===== config.mk =====
export PLATFORM = sky130hd
export DESIGN_NAME = bsg_blackparrot_mc_link_arbiter_flat
export DESIGN_NICKNAME = d
export VERILOG_FILES = /design/src/rtl/bsg_blackparrot_mc_link_arbiter_if.sv /design/src/rtl/bsg_blackparrot_mc_link_arbiter.sv /design/src/flat_wrapper.sv
export SDC_FILE = /design/constraint.sdc
export NUM_CORES = 1
export LEC_CHECK = 0
export ABC_AREA = 1
export BUFFER_PORTS_ARGS = -buffer_cell sky130_fd_sc_hd__buf_2
export CAP_MARGIN = 20
export CORE_AREA = 2 2 205 207
export DETAILED_ROUTE_END_ITERATION = 8
export DIE_AREA = 0 0 207 209
export HOLD_SLACK_MARGIN = 0.06
export PLACE_DENSITY = 0.37
export SYNTH_ARGS = -nofsm -noshare
export SYNTH_HDL_FRONTEND = slang
export SYNTH_SLANG_ARGS = --single-unit

===== constraint.sdc =====
create_clock -name clk_i -period 4 [get_ports clk_i]
set_clock_uncertainty 0.1 [all_clocks]
set_input_delay 0.8 -clock clk_i [delete_from_list [all_inputs] [get_ports clk_i]]
set_output_delay 0.8 -clock clk_i [all_outputs]
set_load 0.02 [all_outputs]

===== src/rtl/bsg_blackparrot_mc_link_arbiter_if.sv =====
// Handshake bundle between BlackParrot requesters, the shared manycore link and the arbiter.
// The arbiter uses the slave modport; whoever drives requests and the link uses master.
interface bsg_blackparrot_mc_link_arbiter_if #(
  parameter int unsigned num_req_p   = 2,
  parameter int unsigned pkt_width_p = 128,
  parameter int unsigned rsp_width_p = 64
);
  logic [num_req_p-1:0]             req_v_i;
  logic [num_req_p*pkt_width_p-1:0] req_data_i;
  logic [num_req_p-1:0]             req_ready_o;

  logic                             out_v_o;
  logic [pkt_width_p-1:0]           out_data_o;
  logic                             out_ready_i;

  logic                             rsp_v_i;
  logic [rsp_width_p-1:0]           rsp_data_i;
  logic                             rsp_ready_o;

  logic [num_req_p-1:0]             rsp_v_o;
  logic [rsp_width_p-1:0]           rsp_data_o;
  logic [num_req_p-1:0]             rsp_ready_i;

  modport slave (
    input  req_v_i, req_data_i, out_ready_i, rsp_v_i, rsp_data_i, rsp_ready_i,
    output req_ready_o, out_v_o, out_data_o, rsp_ready_o, rsp_v_o, rsp_data_o
  );

  modport master (
    output req_v_i, req_data_i, out_ready_i, rsp_v_i, rsp_data_i, rsp_ready_i,
    input  req_ready_o, out_v_o, out_data_o, rsp_ready_o, rsp_v_o, rsp_data_o
  );
endinterface


===== src/rtl/bsg_blackparrot_mc_link_arbiter.sv =====
// Round-robin arbiter sharing one manycore request link among BlackParrot requesters, with a
// credit limit and an in-order tag FIFO that steers each response back to its issuer.
module bsg_blackparrot_mc_link_arbiter #(
  parameter int unsigned num_req_p   = 2,
  parameter int unsigned pkt_width_p = 128,
  parameter int unsigned rsp_width_p = 64,
  parameter int unsigned max_out_p   = 8,
  localparam int unsigned cnt_w_lp   = $clog2(max_out_p + 1)
) (
  input  logic                  clk_i,
  input  logic                  reset_i,
  bsg_blackparrot_mc_link_arbiter_if.slave link_if,
  output logic [cnt_w_lp-1:0]   outstanding_o,
  output logic                  err_o
);
  localparam int unsigned id_w_lp = (num_req_p > 1) ? $clog2(num_req_p) : 1;
  localparam int unsigned aw_lp   = $clog2(max_out_p);

  logic                   out_v_q;
  logic [pkt_width_p-1:0] out_data_q;
  logic [id_w_lp-1:0]     rr_ptr_q;
  logic [id_w_lp-1:0]     tag_mem_q [max_out_p];
  logic [aw_lp-1:0]       wr_ptr_q, rd_ptr_q;
  logic [cnt_w_lp-1:0]    cnt_q, cnt_d;
  logic                   err_q;

  logic                   fifo_empty, can_issue, issue, pop;
  logic                   grant_found;
  logic [id_w_lp-1:0]     grant_id, head_id;
  logic [id_w_lp:0]       cand;
  logic [pkt_width_p-1:0] grant_pkt;

  assign fifo_empty = (cnt_q == '0);
  // The credit check uses the pre-pop count, so a response never frees a slot in the same cycle.
  assign can_issue  = (!out_v_q | link_if.out_ready_i) & (cnt_q < cnt_w_lp'(max_out_p));
  assign head_id    = tag_mem_q[rd_ptr_q];

  always_comb begin
    grant_found = 1'b0;
    grant_id    = rr_ptr_q;
    cand        = '0;
    for (int unsigned i = 0; i < num_req_p; i++) begin
      cand = {1'b0, rr_ptr_q} + (id_w_lp + 1)'(i);
      if (cand >= (id_w_lp + 1)'(num_req_p)) cand = cand - (id_w_lp + 1)'(num_req_p);
      if (!grant_found && link_if.req_v_i[cand[id_w_lp-1:0]]) begin
        grant_found = 1'b1;
        grant_id    = cand[id_w_lp-1:0];
      end
    end
  end

  assign issue = can_issue & grant_found;

  always_comb begin
    grant_pkt           = '0;
    link_if.req_ready_o = '0;
    link_if.rsp_v_o     = '0;
    for (int unsigned i = 0; i < num_req_p; i++) begin
      if (grant_id == id_w_lp'(i)) begin
        grant_pkt              = link_if.req_data_i[i*pkt_width_p +: pkt_width_p];
        link_if.req_ready_o[i] = issue;
      end
      if (head_id == id_w_lp'(i)) link_if.rsp_v_o[i] = link_if.rsp_v_i & !fifo_empty;
    end
  end

  assign link_if.rsp_ready_o = !fifo_empty & link_if.rsp_ready_i[head_id];
  assign link_if.rsp_data_o  = link_if.rsp_data_i;
  assign pop                 = link_if.rsp_v_i & link_if.rsp_ready_o;
  assign cnt_d               = cnt_q + cnt_w_lp'(issue) - cnt_w_lp'(pop);

  always_ff @(posedge clk_i) begin
    if (reset_i) begin
      out_v_q    <= 1'b0;
      out_data_q <= '0;
      rr_ptr_q   <= '0;
      wr_ptr_q   <= '0;
      rd_ptr_q   <= '0;
      cnt_q      <= '0;
      err_q      <= 1'b0;
    end else begin
      cnt_q <= cnt_d;
      if (issue) begin
        out_v_q    <= 1'b1;
        out_data_q <= grant_pkt;
        rr_ptr_q   <= (grant_id == id_w_lp'(num_req_p - 1)) ? '0 : grant_id + 1'b1;
        wr_ptr_q   <= (wr_ptr_q == aw_lp'(max_out_p - 1)) ? '0 : wr_ptr_q + 1'b1;
      end else if (link_if.out_ready_i) begin
        out_v_q <= 1'b0;
      end
      if (pop) rd_ptr_q <= (rd_ptr_q == aw_lp'(max_out_p - 1)) ? '0 : rd_ptr_q + 1'b1;
      if (link_if.rsp_v_i & fifo_empty) err_q <= 1'b1;
    end
  end

  // Tag storage needs no reset: occupancy is tracked entirely by the count and pointers.
  always_ff @(posedge clk_i) begin
    if (issue) tag_mem_q[wr_ptr_q] <= grant_id;
  end

  assign link_if.out_v_o    = out_v_q;
  assign link_if.out_data_o = out_data_q;
  assign outstanding_o      = cnt_q;
  assign err_o              = err_q;
endmodule

===== src/flat_wrapper.sv =====
// flat-port wrapper written by rule: the top's interface ports become plain ports
module bsg_blackparrot_mc_link_arbiter_flat 
#(
  parameter int unsigned num_req_p   = 2,
  parameter int unsigned pkt_width_p = 128,
  parameter int unsigned rsp_width_p = 64,
  parameter int unsigned max_out_p   = 8,
  localparam int unsigned cnt_w_lp   = $clog2(max_out_p + 1)
)
  (clk_i, reset_i, outstanding_o, err_o, link_if_req_v_i, link_if_req_data_i, link_if_out_ready_i, link_if_rsp_v_i, link_if_rsp_data_i, link_if_rsp_ready_i, link_if_req_ready_o, link_if_out_v_o, link_if_out_data_o, link_if_rsp_ready_o, link_if_rsp_v_o, link_if_rsp_data_o);
  bsg_blackparrot_mc_link_arbiter_if #(.num_req_p(num_req_p), .pkt_width_p(pkt_width_p), .rsp_width_p(rsp_width_p)) link_if_i ();
  input  logic clk_i;
  input  logic reset_i;
  output logic [cnt_w_lp-1:0] outstanding_o;
  output logic err_o;
  input wire logic [$bits(link_if_i.req_v_i)-1:0] link_if_req_v_i;
  input wire logic [$bits(link_if_i.req_data_i)-1:0] link_if_req_data_i;
  input wire logic [$bits(link_if_i.out_ready_i)-1:0] link_if_out_ready_i;
  input wire logic [$bits(link_if_i.rsp_v_i)-1:0] link_if_rsp_v_i;
  input wire logic [$bits(link_if_i.rsp_data_i)-1:0] link_if_rsp_data_i;
  input wire logic [$bits(link_if_i.rsp_ready_i)-1:0] link_if_rsp_ready_i;
  output wire logic [$bits(link_if_i.req_ready_o)-1:0] link_if_req_ready_o;
  output wire logic [$bits(link_if_i.out_v_o)-1:0] link_if_out_v_o;
  output wire logic [$bits(link_if_i.out_data_o)-1:0] link_if_out_data_o;
  output wire logic [$bits(link_if_i.rsp_ready_o)-1:0] link_if_rsp_ready_o;
  output wire logic [$bits(link_if_i.rsp_v_o)-1:0] link_if_rsp_v_o;
  output wire logic [$bits(link_if_i.rsp_data_o)-1:0] link_if_rsp_data_o;
  assign link_if_i.req_v_i = link_if_req_v_i;
  assign link_if_i.req_data_i = link_if_req_data_i;
  assign link_if_i.out_ready_i = link_if_out_ready_i;
  assign link_if_i.rsp_v_i = link_if_rsp_v_i;
  assign link_if_i.rsp_data_i = link_if_rsp_data_i;
  assign link_if_i.rsp_ready_i = link_if_rsp_ready_i;
  assign link_if_req_ready_o = link_if_i.req_ready_o;
  assign link_if_out_v_o = link_if_i.out_v_o;
  assign link_if_out_data_o = link_if_i.out_data_o;
  assign link_if_rsp_ready_o = link_if_i.rsp_ready_o;
  assign link_if_rsp_v_o = link_if_i.rsp_v_o;
  assign link_if_rsp_data_o = link_if_i.rsp_data_o;
  bsg_blackparrot_mc_link_arbiter #(.num_req_p(num_req_p), .pkt_width_p(pkt_width_p), .rsp_width_p(rsp_width_p), .max_out_p(max_out_p)) u_core (.clk_i(clk_i), .reset_i(reset_i), .link_if(link_if_i), .outstanding_o(outstanding_o), .err_o(err_o));
endmodule

=== Word-level counts from Yosys, hierarchy flattened ===
Memories as Yosys holds them, arrays and structs flattened. A register that Yosys moved wholly into a read port is not among the register bits.
Index checks and enable logic that the tools add are counted.

* Order comparisons: 6
* Bitwise operators: 7
* Equality and inequality tests: 2
* Div/mod/pow operators: 0
* $mul: 0
* Multiplexer cells: 26
* Add/sub/neg operators: 8
* Reduce and logical (&&, ||, !) cells: 6
* Shift-type cells: 0

{| class="wikitable"
|+ Operators with widths
! cell !! count
|-
| $mux W128 || 1
|-
| $mux W1 || 21
|-
| $mux W3 || 4
|-
| $add A3 B1 Y3 const B || 2
|-
| $and A1 B1 Y1 || 6
|-
| $eq A3 B3 Y1 const B || 2
|-
| $lt A1 B2 Y1 const B || 3
|-
| $add A4 B1 Y4 || 1
|-
| $logic_not A4 Y1 || 1
|-
| $lt A4 B4 Y1 const B || 1
|-
| $sub A4 B1 Y4 || 1
|-
| $logic_not A1 Y1 || 3
|-
| $add A1 B1 Y2 const B || 1
|-
| $ge A1 B2 Y1 const B || 1
|-
| $ge A2 B2 Y1 const B || 1
|-
| $reduce_bool A2 Y1 || 1
|-
| $sub A1 B1 Y1 const B || 2
|-
| $add A1 B1 Y1 const B || 1
|-
| $logic_and A1 B1 Y1 || 1
|-
| $or A1 B1 Y1 || 1
|}

* Word-level logic and storage cells: 63
* Output and inout bits: 203
* Bits in read-only memories: 0
* Memories kept: 1
* Bits in latches: 0
* Bits in writable memories: 8
* Input bits: 328
* Bits in registers: 141

{| class="wikitable"
|+ Memories
! memory !! words !! bits a word !! read ports !! clocked after Yosys merged registers in !! write ports !! line !! source
|-
| u_core.tag_mem_q || 8 || 1 || 1 || 1 || 1 || bsg_blackparrot_mc_link_arbiter.sv:22 || <nowiki>logic [id_w_lp-1:0] tag_mem_q [max_out_p];</nowiki>
|}

=== Depth between registers and ports, before layout ===
Gate-level depths: netlist of the first run.

* Depth in word-level cells: 11
* Mapped depth: 16
* Depth with buffers taken out: 16

=== Worst setup path before layout of the first run ===
OpenSTA, ideal clock, no wires.

* Path kind: input port to flip-flop
* From: in link_if_rsp_v_i
* To: reg u_core.cnt_q[2] (netlist: u_core.outstanding_o[2])
* Data arrival time: 2135 ps
* Required time: 3772 ps
* Slack: 1638 ps
* Stages on the path: 11
* Cells stage by stage: nand2_1 inv_1 nand3_1 inv_1 ha_1 inv_1 ha_1 inv_1 fa_1 xor2_1 nor2_1

* Cells in the longest elaborated chain, start to end: 2

{| class="wikitable"
|+ RTL lines
! what !! line !! source
|-
| start, declared || flat_wrapper.sv:19 || <nowiki>input wire logic [$bits(link_if_i.rsp_v_i)-1:0] link_if_rsp_v_i;</nowiki>
|-
| $and A1 B1 Y1 || bsg_blackparrot_mc_link_arbiter.sv:69 || <nowiki>assign pop = link_if.rsp_v_i & link_if.rsp_ready_o;</nowiki>
|-
| $sub A4 B1 Y4 || bsg_blackparrot_mc_link_arbiter.sv:70 || <nowiki>assign cnt_d = cnt_q + cnt_w_lp'(issue) - cnt_w_lp'(pop);</nowiki>
|-
| end signal, assigned || bsg_blackparrot_mc_link_arbiter.sv:82 || <nowiki>cnt_q <= cnt_d;</nowiki>
|-
| end, declared || bsg_blackparrot_mc_link_arbiter.sv:24 || <nowiki>logic [cnt_w_lp-1:0] cnt_q, cnt_d;</nowiki>
|}

No other way between the ends.
A chain may end at the register's enable or synchronous reset.

==> results of run 1 <==
==> state kept, by name, summed over array words and instances, names as in the netlist, named ones only <==
register and cells:
u_core.err_o 1, u_core.link_if.out_v_o 1, u_core.outstanding_o 4, u_core.tag_mem_q 8, u_core.rr_ptr_q 1, u_core.wr_ptr_q 3, u_core.rd_ptr_q 3, u_core.link_if.out_data_o 128
==> area by class of cell <==
| class | count | share of cell area, % |
|---|---|---|
| Clock inverter | 7 | 0.748 |
| Timing Repair Buffer | 409 | 22.3 |
| Sequential cell | 152 | 33.4 |
| Inverter | 41 | 1.67 |
| Tap cell | 539 | 7.20 |
| Clock buffer | 24 | 5.25 |
| Multi-Input combinational cell | 604 | 29.4 |
==> where the power goes <==
part | switching [mW] | internal [mW]
clock | 0.693 | 0.914
combinational | 1.38 | 0.657
sequential | 0.168 | 1.85
==> cell usage after synthesis, types with 2 or more instances <==
cell,n
sky130_fd_sc_hd__nor2_4,2
sky130_fd_sc_hd__ha_1,9
sky130_fd_sc_hd__o21ai_0,5
sky130_fd_sc_hd__edfxtp_1,8
sky130_fd_sc_hd__dfxtp_1,144
sky130_fd_sc_hd__inv_2,2
sky130_fd_sc_hd__nor2_1,21
sky130_fd_sc_hd__a21oi_1,6
sky130_fd_sc_hd__nand3_1,13
sky130_fd_sc_hd__nand2_1,412
sky130_fd_sc_hd__clkbuf_1,21
sky130_fd_sc_hd__buf_2,20
sky130_fd_sc_hd__buf_4,79
sky130_fd_sc_hd__inv_1,38
sky130_fd_sc_hd__a31oi_1,128
==> kinds of logic (layout without fill, tap and decap cells) <==
| group | after synthesis | after routing | share of synthesized area (%) |
|---|---|---|---|
| compound gates | 142 | 142 | 12.9 |
| xor+xnor | 1 | 1 | 0.129 |
| fa+ha+maj | 10 | 10 | 1.95 |
| buf+inv | 162 | 481 | 13.7 |
| flops | 152 | 152 | 45.9 |
| simple gates | 451 | 451 | 25.4 |
==> through the flow <==
stage	area, um^2	utilization [%]
2_1_floorplan	6810	-
6_report	9360	22.7
3_5_place_dp	8800	21.3
5_1_grt	9360	22.7
3_3_place_gp	8800	21.3
4_1_cts	9360	22.7
==> path summary, 6_finish.rpt <==
path | to | cells past startpoint
min reg2reg | u_core.err_o | 2
max reg2reg | u_core.outstanding_o[3] | 16
max | link_if_rsp_ready_o | 8
min | u_core.err_o | 2
==> metal layers <==
metal / share of wire, % / GRT usage (%) / wire (um) / vias to the layer above
li1: - / - / - / 3534
met5: 0 / 0 / 0 / -
met2: 48 / 19.6 / 12500 / 264
met1: 43 / 14.2 / 11200 / 3194
met4: 2.0 / 5.49 / 511 / 0
met3: 7.2 / 4.57 / 1890 / 33
==> worst reg2reg max path, cell delays in order (launching register included) <==
cell	delay (ns)
sky130_fd_sc_hd__dfxtp_1	0.39
sky130_fd_sc_hd__inv_1	0.10
sky130_fd_sc_hd__nand2_1	0.08
sky130_fd_sc_hd__nand3_1	0.07
sky130_fd_sc_hd__nand3_1	0.15
sky130_fd_sc_hd__nand2_1	0.11
sky130_fd_sc_hd__nand2_1	0.08
sky130_fd_sc_hd__nand3_1	0.14
sky130_fd_sc_hd__inv_1	0.09
sky130_fd_sc_hd__ha_1	0.19
sky130_fd_sc_hd__inv_1	0.06
sky130_fd_sc_hd__ha_1	0.26
sky130_fd_sc_hd__nand2_1	0.06
sky130_fd_sc_hd__nor2_1	0.03
sky130_fd_sc_hd__a211oi_1	0.25
sky130_fd_sc_hd__o21ai_0	0.13
sky130_fd_sc_hd__a21oi_1	0.12
==> impl_metrics.xml, run 1 <==
<?xml version="1.0" encoding="UTF-8"?>
<metrics>
  <group name="run_status">
    <metric name="run_status" unit="">complete, no violations</metric>
  </group>
  <group name="logic_synthesis">
    <metric name="dominant_register_cell_in_the_synthesized_netlist" unit="">sky130_fd_sc_hd__dfxtp_1</metric>
    <metric name="ys_types" unit="">25</metric>
    <metric name="yosysTopAreaCell" unit="">sky130_fd_sc_hd__dfxtp_1</metric>
    <metric name="syn_inst" unit="">918</metric>
    <metric name="synth_area_leaders" unit="">sky130_fd_sc_hd__dfxtp_1 (42%), sky130_fd_sc_hd__nand2_1 (23%), sky130_fd_sc_hd__a31oi_1 (12%)</metric>
    <metric name="syn_area" unit="mm^2">0.00681</metric>
    <metric name="yosys_register_bits" unit="">152</metric>
    <metric name="synth_top_area_share" unit="%">42.4</metric>
    <metric name="postSynthNetCount" unit="">1256</metric>
    <metric name="syn_area_per_cell" unit="um^2">7.41</metric>
    <metric name="yosys_warning_count" unit="">0</metric>
    <metric name="synth_seq_area_share" unit="%">45.9</metric>
    <metric name="synth_edf_count" unit="">8</metric>
    <metric name="async_flop_share" unit="%">0</metric>
  </group>
  <group name="clock_network">
    <metric name="cts-buffers-inserted" unit="">17</metric>
    <metric name="clkLatencyLatePin" unit="ns">0.46</metric>
    <metric name="cts_root_buffer" unit="">sky130_fd_sc_hd__clkbuf_16</metric>
    <metric name="clkTransAtPathRegs" unit="ns">0.06</metric>
    <metric name="tritoncts" unit="">built</metric>
    <metric name="htree_levels" unit="">4</metric>
    <metric name="cts_hold_buffers" unit="">0</metric>
    <metric name="cts-root-to-sink-buffers" unit="">2</metric>
    <metric name="tritoncts_num_sinks" unit="">152</metric>
    <metric name="cts_post_setup_buffers_inserted" unit="">0</metric>
    <metric name="cts_resized" unit="">0</metric>
  </group>
  <group name="setup_path">
    <metric name="critical-path-slowest-cell" unit="">sky130_fd_sc_hd__dfxtp_1</metric>
    <metric name="timing.critical_path.slowest_cell_delay" unit="ns">0.35</metric>
    <metric name="cp.required" unit="ns">3.10</metric>
    <metric name="critPathMostFrequentCell" unit="">sky130_fd_sc_hd__nand2_1</metric>
    <metric name="type_of_element_capturing_the_critical_path" unit="">output pin</metric>
    <metric name="cp_num_buf_inv" unit="">2</metric>
    <metric name="reg2reg_slack" unit="ns">1.51</metric>
    <metric name="crit_path_cell_trace" unit="">inv_1 &gt; nand2_1 &gt; nand3_1 &gt; nand3_1 &gt; nand2_1 &gt; nand2_1 &gt; a21oi_1 &gt; buf_2</metric>
    <metric name="setup.worst_path.class" unit="">reg -&gt; out</metric>
    <metric name="crit_path_start_kind" unit="">register</metric>
    <metric name="worstPathArrival" unit="ns">1.72</metric>
    <metric name="crit_fanout" unit="">5</metric>
    <metric name="critPathTopFamily" unit="">simple AND/OR/NAND/NOR gates</metric>
  </group>
  <group name="placed_design">
    <metric name="dpl.cell_count" unit="">1745</metric>
    <metric name="port-buffer-count" unit="">402</metric>
    <metric name="preCtsSetupSlack" unit="ns">1.34</metric>
    <metric name="hpwlAfterDp" unit="mm">18.4</metric>
    <metric name="gpl.final_weighted_congestion" unit="">0.771</metric>
  </group>
  <group name="drt">
    <metric name="post_drt_via_cell_ratio" unit="">3.96</metric>
    <metric name="post_drt_wl_per_cell" unit="um">14.7</metric>
    <metric name="drt_pre_antenna_iters" unit="">5</metric>
    <metric name="routed_wirelength" unit="mm">26.1</metric>
    <metric name="drcViolationCount" unit="">0</metric>
    <metric name="antenna_violating_nets_post_route" unit="">0</metric>
    <metric name="first_iteration_detailed_routing_drc_count" unit="">365</metric>
    <metric name="vias" unit="">7025</metric>
  </group>
  <group name="die">
    <metric name="die_area" unit="mm^2">0.0433</metric>
    <metric name="die_w" unit="um">207</metric>
    <metric name="die_y" unit="um">209</metric>
    <metric name="boundaryPins" unit="">531</metric>
    <metric name="coreArea" unit="mm^2">0.0413</metric>
    <metric name="floorplan.initialDensity" unit="%">16.5</metric>
    <metric name="num_rows" unit="">75</metric>
  </group>
  <group name="timing">
    <metric name="holdWs" unit="ns">0.345</metric>
    <metric name="timing_max_transition_violations_final" unit="">0</metric>
    <metric name="unrepaired_setup_endpoints_after_global_routing" unit="">false</metric>
    <metric name="final.period_utilization" unit="%">65.5</metric>
    <metric name="slew-limit-headroom" unit="%">42.4</metric>
    <metric name="final_report_hold_violation_count" unit="">0</metric>
    <metric name="peak_clock_frequency_supported_by_timing" unit="MHz">381</metric>
    <metric name="fin_tns_setup" unit="ns">0</metric>
    <metric name="timing.final.crit_period" unit="ns">2.62</metric>
    <metric name="final-setup-viol-count" unit="">0</metric>
    <metric name="fin_ws" unit="ns">1.38</metric>
    <metric name="worst-slew-pin-transition" unit="ns">0.865</metric>
  </group>
  <group name="grt">
    <metric name="number_of_global_route_vias_before_repair" unit="">7096</metric>
    <metric name="grt_antenna_before_repair" unit="">0</metric>
    <metric name="track_usage" unit="%">12.1</metric>
    <metric name="grt_overflow_total" unit="">0</metric>
    <metric name="grt_max_degree" unit="">129</metric>
    <metric name="grt_pass1_wl" unit="mm">40.6</metric>
  </group>
  <group name="finish">
    <metric name="most_common_cell_after_layout_fill_and_taps_aside" unit="">sky130_fd_sc_hd__nand2_1</metric>
    <metric name="number_of_antenna_diodes" unit="">0</metric>
    <metric name="final-instance-count-excl-fill" unit="">1776</metric>
    <metric name="seqCellArea" unit="mm^2">0.00312</metric>
    <metric name="area_growth" unit="%">37.6</metric>
    <metric name="num-nets-final" unit="">1563</metric>
    <metric name="highest_count_cells_in_the_layout_ignoring_fill_and_taps" unit="">sky130_fd_sc_hd__nand2_1 (412), sky130_fd_sc_hd__buf_2 (401), sky130_fd_sc_hd__dfxtp_1 (144)</metric>
    <metric name="multi_input_area" unit="mm^2">0.00276</metric>
    <metric name="fraction_of_final_layout_cells_with_drive_strength_greater_than_1" unit="%">36.0</metric>
    <metric name="num-fill-cells" unit="">4741</metric>
  </group>
  <group name="power">
    <metric name="worst_ir_drop_vdd" unit="mV">0.303</metric>
    <metric name="totalPowerFinal" unit="mW">5.66</metric>
    <metric name="leakage_power_total" unit="nW">4.31</metric>
    <metric name="power_per_cell_area" unit="mW/mm^2">604</metric>
  </group>
  <group name="run">
    <metric name="drv_cap" unit="">0</metric>
  </group>
  <group name="min_path">
    <metric name="hold_start" unit="">u_core.err_o</metric>
    <metric name="min_path_type" unit="">reg -&gt; reg</metric>
  </group>
</metrics>
(Power assumes the default switching activity.)
==> run 2: changes to the inputs <==
- ABC_AREA: 1 -> 0
- CORE_AREA: 2 2 205 207 -> 2 2 204 206
- DIE_AREA: 0 0 207 209 -> 0 0 206 208
- PLACE_DENSITY: 0.37 -> 0.39
- clock period: 4 -> 2.6 ns (I/O delays scaled with it)
==> run 2 against run 1 <==
- sequential power up 59%
- critical endpoint unchanged
- worst hold slack worse by 0.070 ns
- largest cell class is now multi-input gates
- non-clock buffer count up 15
==> impl_metrics.xml, run 2 <==
<?xml version="1.0" encoding="UTF-8"?>
<metrics>
  <group name="run_status">
    <metric name="run_status" unit="">complete, no violations</metric>
  </group>
  <group name="logic_synthesis">
    <metric name="synth_edf_count" unit="">8</metric>
    <metric name="yosys_warning_count" unit="">0</metric>
    <metric name="syn_inst" unit="">743</metric>
    <metric name="yosysTopAreaCell" unit="">sky130_fd_sc_hd__dfxtp_1</metric>
    <metric name="synthTopCellsByCount" unit="">sky130_fd_sc_hd__dfxtp_1 (144), sky130_fd_sc_hd__nor2_1 (137), sky130_fd_sc_hd__mux2i_1 (135)</metric>
    <metric name="syn_area" unit="mm^2">0.00718</metric>
    <metric name="synth_area_leaders" unit="">sky130_fd_sc_hd__dfxtp_1 (40%), sky130_fd_sc_hd__mux2i_1 (19%), sky130_fd_sc_hd__a211oi_1 (13%)</metric>
    <metric name="postSynthNetCount" unit="">1081</metric>
    <metric name="ys_types" unit="">35</metric>
    <metric name="synth_seq_area_share" unit="%">43.5</metric>
    <metric name="post-synth-top-count-cell" unit="">sky130_fd_sc_hd__dfxtp_1</metric>
    <metric name="syn_area_per_cell" unit="um^2">9.66</metric>
    <metric name="synth_top_area_share" unit="%">40.1</metric>
    <metric name="async_flop_share" unit="%">0</metric>
    <metric name="yosys_register_bits" unit="">152</metric>
    <metric name="dominant_register_cell_in_the_synthesized_netlist" unit="">sky130_fd_sc_hd__dfxtp_1</metric>
  </group>
  <group name="power">
    <metric name="worst_ir_drop_vdd" unit="mV">0.385</metric>
    <metric name="power_per_cell_area" unit="mW/mm^2">952</metric>
    <metric name="net-switching-power" unit="mW">3.57</metric>
    <metric name="leakage_power_total" unit="nW">4.72</metric>
    <metric name="power.internal" unit="mW">6.00</metric>
    <metric name="totalPowerFinal" unit="mW">9.58</metric>
    <metric name="seq_power_share" unit="%">33.5</metric>
    <metric name="switching_share" unit="%">37.3</metric>
    <metric name="pwr-share-clk" unit="%">28.1</metric>
    <metric name="combinational_cell_fraction_of_total_power" unit="%">38.4</metric>
  </group>
  <group name="setup_path">
    <metric name="worst_r2r_endpoint" unit="">u_core.outstanding_o[2]</metric>
    <metric name="type_of_element_capturing_the_critical_path" unit="">output pin</metric>
    <metric name="worstPathArrival" unit="ns">1.94</metric>
    <metric name="cp.required" unit="ns">1.98</metric>
    <metric name="reg2reg_slack" unit="ns">0.09</metric>
    <metric name="crit_path_start_kind" unit="">register</metric>
    <metric name="crit_fanout" unit="">4</metric>
    <metric name="setup.worst_path.class" unit="">reg -&gt; out</metric>
    <metric name="timing.reg2reg.worst_path_depth" unit="">10</metric>
  </group>
  <group name="finish">
    <metric name="largest_reg_flops" unit="">128</metric>
    <metric name="num-fill-cells" unit="">4471</metric>
    <metric name="finalCoreUtilization" unit="%">24.8</metric>
    <metric name="most_common_cell_after_layout_fill_and_taps_aside" unit="">sky130_fd_sc_hd__buf_2</metric>
    <metric name="fraction_of_final_layout_cells_with_drive_strength_greater_than_1" unit="%">43.2</metric>
    <metric name="postLayoutCellArea" unit="mm^2">0.0101</metric>
    <metric name="num-nets-final" unit="">1398</metric>
    <metric name="final-instance-count-excl-fill" unit="">1605</metric>
    <metric name="seqCellArea" unit="mm^2">0.00313</metric>
    <metric name="area_growth" unit="%">40.1</metric>
    <metric name="multi_input_area" unit="mm^2">0.00330</metric>
    <metric name="number_of_antenna_diodes" unit="">0</metric>
    <metric name="highest_count_cells_in_the_layout_ignoring_fill_and_taps" unit="">sky130_fd_sc_hd__buf_2 (400), sky130_fd_sc_hd__dfxtp_1 (143), sky130_fd_sc_hd__nor2_1 (137)</metric>
  </group>
  <group name="grt">
    <metric name="grt_overflow_total" unit="">0</metric>
    <metric name="grt_max_degree" unit="">105</metric>
    <metric name="number_of_global_route_vias_before_repair" unit="">6298</metric>
    <metric name="globalRouteMet3Util" unit="%">3.63</metric>
    <metric name="grt.met2_usage" unit="%">17.0</metric>
    <metric name="grt_pass1_wl" unit="mm">34.1</metric>
    <metric name="track_usage" unit="%">10.3</metric>
    <metric name="grt_util_met1" unit="%">11.9</metric>
    <metric name="top_usage_layer" unit="">met2</metric>
    <metric name="grt_antenna_before_repair" unit="">0</metric>
  </group>
  <group name="timing">
    <metric name="fin_tns_setup" unit="ns">0</metric>
    <metric name="worst-slew-pin-transition" unit="ns">0.467</metric>
    <metric name="peak_clock_frequency_supported_by_timing" unit="MHz">390</metric>
    <metric name="timing.final.crit_period" unit="ns">2.56</metric>
    <metric name="unrepaired_setup_endpoints_after_global_routing" unit="">true</metric>
    <metric name="final_report_hold_violation_count" unit="">0</metric>
    <metric name="final-setup-viol-count" unit="">0</metric>
    <metric name="slew-limit-headroom" unit="%">68.8</metric>
    <metric name="final.period_utilization" unit="%">98.5</metric>
    <metric name="timing_max_transition_violations_final" unit="">0</metric>
  </group>
  <group name="die">
    <metric name="coreArea" unit="mm^2">0.0406</metric>
    <metric name="num_rows" unit="">74</metric>
    <metric name="die_area" unit="mm^2">0.0428</metric>
    <metric name="floorplan.initialDensity" unit="%">17.7</metric>
    <metric name="die_w" unit="um">206</metric>
    <metric name="die_y" unit="um">208</metric>
    <metric name="boundaryPins" unit="">531</metric>
  </group>
  <group name="placed_design">
    <metric name="gpl.final_weighted_congestion" unit="">0.710</metric>
    <metric name="dpl.cell_count" unit="">1573</metric>
    <metric name="dpl-instance-area" unit="mm^2">0.00940</metric>
    <metric name="port-buffer-count" unit="">402</metric>
    <metric name="hpwlAfterDp" unit="mm">16.9</metric>
  </group>
  <group name="drt">
    <metric name="post_drt_via_cell_ratio" unit="">3.89</metric>
    <metric name="post_drt_wl_per_cell" unit="um">13.8</metric>
    <metric name="drt_pre_antenna_iters" unit="">4</metric>
    <metric name="first_iteration_detailed_routing_drc_count" unit="">165</metric>
    <metric name="vias" unit="">6244</metric>
    <metric name="routed_wirelength" unit="mm">22.2</metric>
    <metric name="antenna_violating_nets_post_route" unit="">0</metric>
    <metric name="drcViolationCount" unit="">0</metric>
  </group>
  <group name="clock_network">
    <metric name="cts_post_setup_buffers_inserted" unit="">0</metric>
    <metric name="cts-root-to-sink-buffers" unit="">2</metric>
    <metric name="cts-buffers-inserted" unit="">17</metric>
    <metric name="htree_levels" unit="">4</metric>
    <metric name="tritoncts" unit="">built</metric>
    <metric name="tritoncts_num_sinks" unit="">152</metric>
    <metric name="clkLatencyLatePin" unit="ns">0.43</metric>
    <metric name="cts_root_buffer" unit="">sky130_fd_sc_hd__clkbuf_16</metric>
    <metric name="clkTransAtPathRegs" unit="ns">0.07</metric>
  </group>
  <group name="min_path">
    <metric name="hold_start" unit="">link_if_rsp_v_i</metric>
    <metric name="holdPathEnd" unit="">u_core.err_o</metric>
    <metric name="worstHoldPathCells" unit="">3</metric>
    <metric name="min_path_type" unit="">in -&gt; reg</metric>
  </group>
  <group name="run">
    <metric name="drv_cap" unit="">0</metric>
  </group>
</metrics>
==> run 2: cell types whose count changed after synthesis, sizes merged, moves of 6 or more <==
cell,change
clkbuf,+13
a211oi,+127
nand2,-404
buf,-8
a31oi,-128
inv,-32
o21ai,-7
mux2i,+136
nand3,-11
nor2,+113
nand2b,+6
==> run 2: area by class of cell <==
cell class | count | share of cell area [%]
Tap cell | 532 | 6.62
Inverter | 9 | 0.410
Clock buffer | 19 | 4.30
Sequential cell | 152 | 31.1
Clock inverter | 13 | 1.92
Timing Repair Buffer | 424 | 22.8
Multi-Input combinational cell | 456 | 32.8
==> run 2: power by group through the flow <==
stage               Combinational, mW  Sequential [mW]  Clock, mW
CTS                              3.74             3.22       2.82
finish                           3.68             3.21       2.69
detailed placement               3.72             3.25          0
global placement                 3.71             3.25          0
global route                     4.07             3.28       2.92
floorplan                        1.91             3.88          0
==> run 2: metrics by stage <==
step | hold slack, ns | worst slack (ns)
after floorplan | 0.368 | 0.0424
after global placement | 0.363 | -0.00364
after detailed placement | 0.353 | -0.0257
after CTS | 0.239 | -0.0167
after global routing | 0.264 | -0.104
final | 0.275 | 0.0389
==> run 2: cell families after synthesis <==
logic type | after synthesis | share of synthesized area (%)
xor+xnor | 2 | 0.244
simple gates | 169 | 9.71
flops | 152 | 43.5
compound gates | 136 | 14.0
mux | 138 | 19.7
fa+ha+maj | 11 | 1.99
buf+inv | 135 | 10.9
==> run 2: metal layers <==
| layer | vias up | part of all wire (%) |
|---|---|---|
| li1 | 3221 | - |
| met1 | 2746 | 43 |
| met2 | 252 | 47 |
| met3 | 25 | 8.1 |
| met4 | 0 | 2.1 |
| met5 | - | 0 |
==> run 2: repair_timing <==
| action | CTS | global route |
|---|---|---|
| gates resized for setup | 6 | 3 |
| endpoints found under the setup margin | 4 | 4 |
| gates cloned | 0 | 0 |
| hold buffers | 0 | 0 |
==> run 2: critical path: stages, from the launching register on <==
cell                      delay (ns)
sky130_fd_sc_hd__dfxtp_4        0.37
sky130_fd_sc_hd__mux2i_1        0.12
sky130_fd_sc_hd__mux4_2         0.54
sky130_fd_sc_hd__buf_6          0.15
sky130_fd_sc_hd__mux2i_1        0.13
sky130_fd_sc_hd__nor2_1         0.05
sky130_fd_sc_hd__buf_4          0.15
==> run 2: worst max-delay path by stage <==
stage / startpoint / endpoint / slack [ns] / depth (start not counted)
floorplan: u_core.outstanding_o[2] / u_core.outstanding_o[2] / 0.04 / 12
global placement: register / u_core.outstanding_o[2] / -0.004 / 10
detailed placement: register / u_core.outstanding_o[2] / -0.03 / 10
CTS: register / link_if_rsp_ready_o / -0.02 / 6
global route: register / link_if_rsp_ready_o / -0.10 / 6
finish: register / link_if_rsp_ready_o / 0.04 / 6
==> run 3: changes to the inputs <==
- BUFFER_PORTS_ARGS: -buffer_cell sky130_fd_sc_hd__buf_2 -> unset
- CORE_AREA: 2 2 204 206 -> 2 2 206 208
- DIE_AREA: 0 0 206 208 -> 0 0 208 210
- DONT_BUFFER_PORTS: unset -> 1
- PLACE_DENSITY: 0.39 -> 0.3
==> run 3 against run 2 <==
- clock-buffer cell count is 2 lower
- sequential share of layout area rose by 6.1 points
- core utilization is 4.5 points lower
- cell count is 23% lower
- total power fell by 3.2%
- worst hold slack lost 0.097 ns
- clock power up 1%
- cell area shrank 16%
- worst setup slack got worse by 0.027 ns
- critical endpoint is now u_core.outstanding_o[1]
- largest power group is now registers
- highest routed layer unchanged
==> impl_metrics.xml, run 3 (synthesis results as in run 2) <==
<?xml version="1.0" encoding="UTF-8"?>
<metrics>
  <group name="run_status">
    <metric name="run_status" unit="">complete, no violations</metric>
  </group>
  <group name="setup_path">
    <metric name="crit_fanout" unit="">4</metric>
    <metric name="crit_path_start_kind" unit="">register</metric>
    <metric name="worstPathArrival" unit="ns">2.84</metric>
    <metric name="reg2reg_slack" unit="ns">0.01</metric>
    <metric name="cp.required" unit="ns">2.85</metric>
    <metric name="worst_r2r_endpoint" unit="">u_core.outstanding_o[1]</metric>
    <metric name="setup.worst_path.class" unit="">reg -&gt; reg</metric>
    <metric name="type_of_element_capturing_the_critical_path" unit="">register</metric>
    <metric name="timing.reg2reg.worst_path_depth" unit="">10</metric>
  </group>
  <group name="grt">
    <metric name="grt_antenna_before_repair" unit="">1</metric>
    <metric name="grt_pass1_wl" unit="mm">30.9</metric>
    <metric name="number_of_global_route_vias_before_repair" unit="">4884</metric>
    <metric name="track_usage" unit="%">9.66</metric>
    <metric name="grt_overflow_total" unit="">0</metric>
    <metric name="grt_max_degree" unit="">109</metric>
  </group>
  <group name="drt">
    <metric name="drcViolationCount" unit="">0</metric>
    <metric name="highest-signal-layer" unit="">met4</metric>
    <metric name="drt_pre_antenna_iters" unit="">4</metric>
    <metric name="route.layer.met1.wl" unit="mm">8.75</metric>
    <metric name="post_drt_via_cell_ratio" unit="">4.08</metric>
    <metric name="routed_wirelength" unit="mm">21.7</metric>
    <metric name="wl_met2" unit="mm">10.6</metric>
    <metric name="wl_met3" unit="mm">1.93</metric>
    <metric name="first_iteration_detailed_routing_drc_count" unit="">189</metric>
    <metric name="antenna_violating_nets_post_route" unit="">0</metric>
    <metric name="post_drt_wl_per_cell" unit="um">17.5</metric>
    <metric name="vias" unit="">5067</metric>
  </group>
  <group name="power">
    <metric name="totalPowerFinal" unit="mW">9.27</metric>
    <metric name="leakage_power_total" unit="nW">3.18</metric>
    <metric name="power_per_cell_area" unit="mW/mm^2">1100</metric>
    <metric name="worst_ir_drop_vdd" unit="mV">0.520</metric>
  </group>
  <group name="placed_design">
    <metric name="gpl.final_weighted_congestion" unit="">0.683</metric>
    <metric name="port-buffer-count" unit="">0</metric>
    <metric name="dpl.cell_count" unit="">1172</metric>
    <metric name="hpwlAfterDp" unit="mm">15.1</metric>
  </group>
  <group name="die">
    <metric name="boundaryPins" unit="">531</metric>
    <metric name="die_y" unit="um">210</metric>
    <metric name="floorplan.initialDensity" unit="%">17.3</metric>
    <metric name="die_w" unit="um">208</metric>
    <metric name="coreArea" unit="mm^2">0.0415</metric>
    <metric name="num_rows" unit="">75</metric>
    <metric name="die_area" unit="mm^2">0.0437</metric>
  </group>
  <group name="timing">
    <metric name="slew-limit-headroom" unit="%">62.2</metric>
    <metric name="timing.final.crit_period" unit="ns">2.59</metric>
    <metric name="worst-slew-pin-transition" unit="ns">0.568</metric>
    <metric name="final-setup-viol-count" unit="">0</metric>
    <metric name="final_report_hold_violation_count" unit="">0</metric>
    <metric name="peak_clock_frequency_supported_by_timing" unit="MHz">386</metric>
    <metric name="holdWs" unit="ns">0.178</metric>
    <metric name="unrepaired_setup_endpoints_after_global_routing" unit="">true</metric>
    <metric name="final.period_utilization" unit="%">99.6</metric>
    <metric name="timing_max_transition_violations_final" unit="">0</metric>
  </group>
  <group name="finish">
    <metric name="num-fill-cells" unit="">4619</metric>
    <metric name="area_growth" unit="%">17.1</metric>
    <metric name="finalCoreUtilization" unit="%">20.3</metric>
    <metric name="most_common_cell_after_layout_fill_and_taps_aside" unit="">sky130_fd_sc_hd__dfxtp_1</metric>
    <metric name="fraction_of_final_layout_cells_with_drive_strength_greater_than_1" unit="%">10.6</metric>
    <metric name="final-instance-count-excl-fill" unit="">1241</metric>
    <metric name="highest_count_cells_in_the_layout_ignoring_fill_and_taps" unit="">sky130_fd_sc_hd__dfxtp_1 (143), sky130_fd_sc_hd__mux2i_1 (134), sky130_fd_sc_hd__nor2_1 (133)</metric>
    <metric name="largest_reg_flops" unit="">128</metric>
    <metric name="num-nets-final" unit="">1026</metric>
  </group>
  <group name="run">
    <metric name="drv_cap" unit="">0</metric>
  </group>
  <group name="clock_network">
    <metric name="cts-buffers-inserted" unit="">17</metric>
    <metric name="tritoncts_num_sinks" unit="">152</metric>
    <metric name="clkTransAtPathRegs" unit="ns">0.07</metric>
    <metric name="cts_root_buffer" unit="">sky130_fd_sc_hd__clkbuf_16</metric>
    <metric name="clkLatencyLatePin" unit="ns">0.47</metric>
    <metric name="htree_levels" unit="">4</metric>
    <metric name="tritoncts" unit="">built</metric>
    <metric name="cts-root-to-sink-buffers" unit="">2</metric>
  </group>
  <group name="min_path">
    <metric name="hold_start" unit="">reset_i</metric>
    <metric name="worstHoldPathCells" unit="">2</metric>
    <metric name="min_path_type" unit="">in -&gt; reg</metric>
  </group>
</metrics>
[run 3: layout make-up]
type	count	area, um^2	area share, %
Sequential cell	152	3130	37.2
Clock inverter	15	199	2.37
Multi-Input combinational cell	456	3340	39.8
Timing Repair Buffer	52	593	7.06
Antenna cell	1	2.50	0.0298
Clock buffer	17	425	5.06
Inverter	9	41.3	0.491
Tap cell	539	674	8.02
[run 3: where the power goes]
part / switching, mW / internal (mW)
clock network: 1.12 / 1.61
registers: 1.07 / 2.92
logic: 1.37 / 1.18
[run 3: how the worst max path moves through the flow]
stage                             from                      end  slack [ns]  cells past startpoint
3_3_place_gp                  register  u_core.outstanding_o[2]       -0.03                     10
6_report                      register  u_core.outstanding_o[1]        0.01                     10
4_1_cts                       register      link_if_rsp_ready_o       -0.08                      5
3_5_place_dp                  register  u_core.outstanding_o[2]       -0.06                     10
2_1_floorplan  u_core.outstanding_o[2]  u_core.outstanding_o[2]        0.04                     12
5_1_grt                       register      link_if_rsp_ready_o       -0.06                      5
[run 3: repair_timing]
item                                   CTS  global route
endpoints found under the hold margin  138             0
pin swaps                                2             9
gates cloned                             0             1
setup endpoints to repair                7            15
gates resized for setup                  8            14
hold buffers                            31             0
buffers inserted                         2             2
[run 3: per-layer routing]
metal  vias up  GRT usage [%]
li1       2482              -
met1      2292           10.9
met2       258           15.3
met3        35           4.84
met4         0           4.50
met5         -              0
[run 3: worst max-delay path, stage by stage (launching register included)]
cell and delay, ns:
sky130_fd_sc_hd__dfxtp_4 0.37, sky130_fd_sc_hd__mux2i_1 0.12, sky130_fd_sc_hd__mux4_2 0.53, sky130_fd_sc_hd__buf_6 0.15, sky130_fd_sc_hd__mux2i_4 0.18, sky130_fd_sc_hd__ha_4 0.24
sky130_fd_sc_hd__inv_2 0.06, sky130_fd_sc_hd__ha_4 0.12, sky130_fd_sc_hd__inv_2 0.03, sky130_fd_sc_hd__fa_2 0.53, sky130_fd_sc_hd__nor2_2 0.03
[run 3: through the flow]
stage	TNS, ns	setup slack [ns]	area, um^2
floorplan	0	0.0424	7180
global placement	-0.0344	-0.0344	7310
detailed placement	-0.0786	-0.0580	7310
CTS	-0.202	-0.0760	8310
global route	-0.147	-0.0560	8410
finish	0	0.0117	8410
